**config.mk**
```make
export PLATFORM = sky130hd
export DESIGN_NAME = fetch_pipe_ctrl
export DESIGN_NICKNAME = d
export VERILOG_FILES = /design/src/rtl/fetch_pipe_ctrl.sv
export SDC_FILE = /design/constraint.sdc
export NUM_CORES = 1
export LEC_CHECK = 0
export ABC_CLOCK_PERIOD_IN_PS = 2200
export CAP_MARGIN = 40
export CORE_MARGIN = 4
export CORE_UTILIZATION = 35
export DETAILED_ROUTE_END_ITERATION = 6
export PLACE_DENSITY = 0.74
export SLEW_MARGIN = 20
export SYNTH_ARGS = -nofsm -noshare
export SYNTH_HDL_FRONTEND = slang
export SYNTH_SLANG_ARGS = --single-unit
export TNS_END_PERCENT = 20
```
**constraint.sdc**
```tcl
create_clock -name clock -period 2.2 [get_ports clock]
set_input_delay 0.22 -clock clock [delete_from_list [all_inputs] [get_ports clock]]
set_output_delay 0.22 -clock clock [all_outputs]
set_load 0.005 [all_outputs]
```
**src/rtl/fetch_pipe_ctrl.sv**
```systemverilog
// Front-end pipeline registers: PC, IF/ID and the control half of ID/EX, driven by
// hazard-detector stall/bubble requests and EX-stage branch flushes, plus event counters.
module fetch_pipe_ctrl #(
  parameter int              XLEN     = 64,
  parameter int              CTRL_W   = 12,
  parameter logic [XLEN-1:0] RESET_PC = '0,
  parameter int              CNT_W    = 32
) (
  input  logic              clock,
  input  logic              reset,
  input  logic              pc_load,
  input  logic              if_id_load,
  input  logic              mux5_selector,
  input  logic              branch_taken,
  input  logic [XLEN-1:0]   branch_target,
  input  logic [31:0]       instr_in,
  input  logic [CTRL_W-1:0] ctrl_in,
  output logic [XLEN-1:0]   pc,
  output logic [XLEN-1:0]   if_id_pc,
  output logic [31:0]       if_id_instr,
  output logic              if_id_valid,
  output logic [CTRL_W-1:0] id_ex_ctrl,
  output logic              id_ex_valid,
  output logic [CNT_W-1:0]  stall_count,
  output logic [CNT_W-1:0]  flush_count
);

  localparam logic [31:0]      NOP     = 32'h0000_0013;
  localparam logic [CNT_W-1:0] CNT_MAX = {CNT_W{1'b1}};

  logic bubble;
  logic stall_event;

  // A bubble enters ID/EX on a flush, a hazard request, or when IF/ID is empty.
  assign bubble      = branch_taken || mux5_selector || !if_id_valid;
  assign stall_event = !pc_load && !branch_taken;

  always_ff @(posedge clock) begin
    if (reset) begin
      pc          <= RESET_PC;
      if_id_pc    <= '0;
      if_id_instr <= NOP;
      if_id_valid <= 1'b0;
      id_ex_ctrl  <= '0;
      id_ex_valid <= 1'b0;
      stall_count <= '0;
      flush_count <= '0;
    end else begin
      if (branch_taken) begin
        pc <= branch_target;
      end else if (pc_load) begin
        pc <= pc + XLEN'(4);
      end

      // A taken branch squashes both younger instructions: IF/ID and the one in fetch.
      if (branch_taken) begin
        if_id_pc    <= '0;
        if_id_instr <= NOP;
        if_id_valid <= 1'b0;
      end else if (if_id_load) begin
        if_id_pc    <= pc;
        if_id_instr <= instr_in;
        if_id_valid <= 1'b1;
      end

      if (bubble) begin
        id_ex_ctrl  <= '0;
        id_ex_valid <= 1'b0;
      end else begin
        id_ex_ctrl  <= ctrl_in;
        id_ex_valid <= 1'b1;
      end

      if (stall_event && (stall_count != CNT_MAX)) begin
        stall_count <= stall_count + CNT_W'(1);
      end
      if (branch_taken && (flush_count != CNT_MAX)) begin
        flush_count <= flush_count + CNT_W'(1);
      end
    end
  end

endmodule

```
==> results.md <==
Detailed routing:
- After detailed routing, the number of remaining DRC violations is 0.
- The detail route stage leaves a number of antenna-violating nets equal to 0.
- The detailed-route via count is between 10,000 and 15,000.
- Before antenna repair, the detailed router went through 7 iterations.
- The starting DRC count in detailed routing is slightly above 500.
- The ratio of routed vias to standard cells is 5.279.
- After detailed routing, the total wire length is 37.18 mm.
- In the final routed layout, each cell accounts on average for around 18 um.

Logic synthesis:
- The number of nets in the synthesized netlist is approximately 1,400.
- The fraction of registers with async set or reset after synthesis is 0.
- The number of distinct standard cells referenced by the synthesized netlist is between 50 and 60.
- The number of synthesized flops with an enable pin is 0.
- The fraction of the yosys area taken by sequential cells is 0.4375.
- Synthesis produced about 1,200 cells.
- In this run the cell area of the synthesized design comes to between 0.01 and 0.015 mm2.
- The total number of yosys warnings is 0.
- The synthesized area per cell is ~9 um2.
- Among all flip-flop cells after synthesis, the most frequent one is sky130_fd_sc_hd__dfxtp_1.
- After synthesis the netlist holds a flip-flop and latch count of about 240.

Status:
- The run finished with clean final reports.

Layout:
- The area growth from synthesis to layout is 53.54%.
- The final cell area excluding filler cells is approximately 0.017 mm2.
- The fraction of final layout cells with drive strength greater than 1 is 0.1325.
- Registers take 0.004781 mm2.
- The combined area of the multi-input logic cells is between 0.005 and 0.006 mm2.
- The net count of the finished layout is 1,797.
- The number of non-filler instances in the completed layout is about 2,100.
- The layout filler cell count is ~2,800.

Timing:
- Setup violations remaining at the end of the flow were counted as 0.
- The number of hold-slack violations in the final timing report came to 0.
- The tightest hold margin is approximately 0.12 ns.
- The total negative slack is 0 ns.
- Between clock sinks in the finished design, the worst skew comes to 0.01304 ns.
- Derived from the worst setup path, the maximum achievable clock frequency is roughly 0.46 GHz.
- The final count of pins violating max slew came to 0.
- The shortest period the worst path allows is 2.176 ns.
- Setup repair after global routing could not meet its margin everywhere.
- At the pin with the least slew margin, the transition time is 0.4897 ns.
- The final period utilization is 0.9891.
- The remaining max-slew budget at the tightest pin is 0.6651.

Power and ir drop:
- The share of total power dissipated in sequential elements is 0.440.
- The share of total power dissipated in the clock network is 0.440.
- The switching portion of total power is 0.2381.
- The logic gate share of total power is 0.120.
- The internal portion of total power is 7.885 mW.
- The worst supply voltage drop on vdd is 575.2 uV.
- Summing internal, switching and leakage power gives ~10 mW.
- The reported leakage power is around 6.4 nW.
- The switching power of the nets is approximately 2.5 mW.
- The power density over the cells is around 620 mW/mm2.

Worst setup path:
- At the worst endpoint, the arrival time is approximately 2.6 ns.
- STA classifies the critical path startpoint as an input pin.
- The worst register-to-register path begins at pc[41]$_SDFFE_PP0N_.
- STA puts the critical path data required time at 2.66 ns.
- The most critical setup path has its startpoint at pc_load.
- The critical path in this run is classified as in -> reg.
- The type of destination of the critical path is a flip-flop.
- The critical-path maximum fanout is 5.

Global routing:
- The number of global-route vias before repair is around 11,000.
- The initial antenna violation count is 4.
- Entering global routing, the biggest net connects between 90 and 100 pins.
- The global-route usage over all layers is 0.2065.
- The total congestion overflow is 0.
- The wire length of the first global-routing pass is about 58 mm.

CTS:
- For this design, the sink count on the clock tree is 238.
- The number of buffers added to fix hold violations after cts is 0.
- The CTS tree is built.
- In this run the number of H-tree levels came out at 1.
- The clock transition time at the flip-flop clock pins of the worst setup and hold paths is ~0.06 ns.
- Buffers inserted during clock tree synthesis total 28.
- The maximum buffer depth of the clock tree is 3.
- CTS placed an instance of sky130_fd_sc_hd__clkbuf_16 at the clock tree root.
- The latest clock arrival within the worst-skew pair is about 0.54 ns.

Job:
- The tool flagged a number of max-cap violations equal to 0.

Min path:
- The launch point of the worst hold path is reset.
- The class of the tightest hold or removal check is in -> reg.

Place:
- Once placement finished, the instance area stood at ~0.016 mm2.
- Once detailed placement completed, the half-perimeter wirelength came to 27.42 mm.
- The count of buffers added on input and output ports is approximately 350.
- The global placement routability congestion is about 0.9.
- The cell total after placement is between 2,000 and 2,500.

Floorplan:
- The floorplan step defined a die boundary enclosing between 0.03 and 0.04 mm2.
- The die is approximately 180 um wide.
- The standard-cell row count is 64.
- For this design the top-level I/O count stands at between 300 and 400.
- The die outline height is 184.4 um.
- For this configuration, the core starts out at a cell density of 0.3551.
- The floorplan step defined a core boundary enclosing roughly 0.031 mm2.
[cells in the mapped netlist, drive strengths merged (9+ instances only)]
cell type    n  area share
buf         19      0.0080
nor2       212       0.073
clkbuf      63       0.022
nand3       43       0.020
nor3        34       0.016
nor3b       11      0.0076
inv         10      0.0034
mux2        10       0.010
dfxtp      238        0.44
nor2b       13      0.0075
o211ai      12      0.0083
xnor2       34       0.027
xor2        29       0.023
a311oi      12      0.0097
a21oi       33       0.015
nand4       55       0.034
mux2i      113        0.10
o21ai       19      0.0087
and3        20       0.011
nand2       76       0.026
or4         12      0.0083
a211oi      24       0.017
and4        28       0.023
o31ai        9      0.0062
and2        18       0.010
nor4        26       0.017
or3         22       0.013
[kinds of logic after synthesis]
family	Yosys count	share of synthesized area
fa+ha+maj	3	0.003447
mux	123	0.1142
buf+inv	92	0.03320
simple gates	588	0.2784
flops	238	0.4375
compound gates	133	0.08261
xor+xnor	63	0.05067
[repair_timing]
item | in CTS | in global routing
setup buffers | 0 | 1
gates resized for setup | 0 | 20
endpoints found under the setup margin | 0 | 24
[through the flow]
step | utilization | setup WS, ns
3_3_place_gp | 0.5128 | -0.4646
3_5_place_dp | 0.5128 | -0.4861
4_1_cts | 0.5421 | 0.004250
6_report | 0.5452 | 0.02388
5_1_grt | 0.5452 | -0.04861
2_1_floorplan | - | -0.02959
[final timing paths]
kind	to	slack (ns)	cells past startpoint
min	pc[56]$_SDFFE_PP0N_	0.12	2
max	stall_count[11]$_SDFFE_PP0P_	0.02	7
min reg2reg	if_id_valid$_SDFFE_PP0P_	0.48	2
max reg2reg	pc[59]$_SDFFE_PP0N_	0.09	7
[sequential cells by signal (all words and copies together), names as in the netlist]
| name | count |
|---|---|
| stall_count | 32 |
| if_id_pc | 64 |
| if_id_valid | 1 |
| if_id_instr | 32 |
| id_ex_ctrl | 12 |
| flush_count | 32 |
| pc | 64 |
| id_ex_valid | 1 |
[layout by cell type (no fill, tap or decap), types with 12 or more instances in the layout]
master,netlist,layout
sky130_fd_sc_hd__a211oi_1,24,24
sky130_fd_sc_hd__a21oi_1,33,33
sky130_fd_sc_hd__nand3_1,43,43
sky130_fd_sc_hd__nor2_1,211,211
sky130_fd_sc_hd__mux2i_1,113,113
sky130_fd_sc_hd__o21ai_0,18,18
sky130_fd_sc_hd__nand4_1,53,53
sky130_fd_sc_hd__nor2b_1,13,13
sky130_fd_sc_hd__xor2_1,29,29
sky130_fd_sc_hd__clkdlybuf4s50_1,0,348
sky130_fd_sc_hd__or3_1,22,22
sky130_fd_sc_hd__and3_1,20,20
sky130_fd_sc_hd__dfxtp_1,238,227
sky130_fd_sc_hd__nand2_1,76,76
sky130_fd_sc_hd__nor4_1,24,21
sky130_fd_sc_hd__a311oi_1,12,12
sky130_fd_sc_hd__o211ai_1,12,12
sky130_fd_sc_hd__nor3_1,33,32
sky130_fd_sc_hd__and4_1,28,26
sky130_fd_sc_hd__clkbuf_16,0,29
sky130_fd_sc_hd__and2_1,17,17
sky130_fd_sc_hd__xnor2_1,34,34
sky130_fd_sc_hd__buf_4,1,136
[cell type report]
type | count | share of cell area
Multi-Input combinational cell | 910 | 0.3500
Inverter | 10 | 0.002245
Tap cell | 396 | 0.02963
Timing Repair Buffer | 492 | 0.2779
Clock inverter | 4 | 0.002843
Clock buffer | 44 | 0.05096
Antenna cell | 3 | 0.0004490
Sequential cell | 238 | 0.2859
[worst max-delay path: stages]
cell                              delay [ns]
sky130_fd_sc_hd__clkdlybuf4s50_1        0.54
sky130_fd_sc_hd__buf_4                  0.20
sky130_fd_sc_hd__or2_1                  0.21
sky130_fd_sc_hd__or4_1                  0.64
sky130_fd_sc_hd__buf_4                  0.20
sky130_fd_sc_hd__or4_1                  0.46
sky130_fd_sc_hd__a21oi_1                0.16
[power groups by stage]
stage / Combinational (mW) / Sequential [mW] / Clock, mW
2_1_floorplan: 0.438 / 4.69 / 0
3_3_place_gp: 1.22 / 4.64 / 0
3_5_place_dp: 1.24 / 4.65 / 0
4_1_cts: 1.25 / 4.55 / 4.66
5_1_grt: 1.34 / 4.57 / 4.80
6_report: 1.24 / 4.56 / 4.55
[layer usage]
layer  vias up  track usage  wire [um]  share of wire
li1       5329            -          -              -
met1      5271       0.2551      15500           0.42
met3        71      0.05644       2937          0.079
met4         2      0.06596       1115          0.030
met5         -            0         13        0.00035
met2       398       0.3505      17610           0.47
Note: power is estimated with default switching activity, not from simulation.
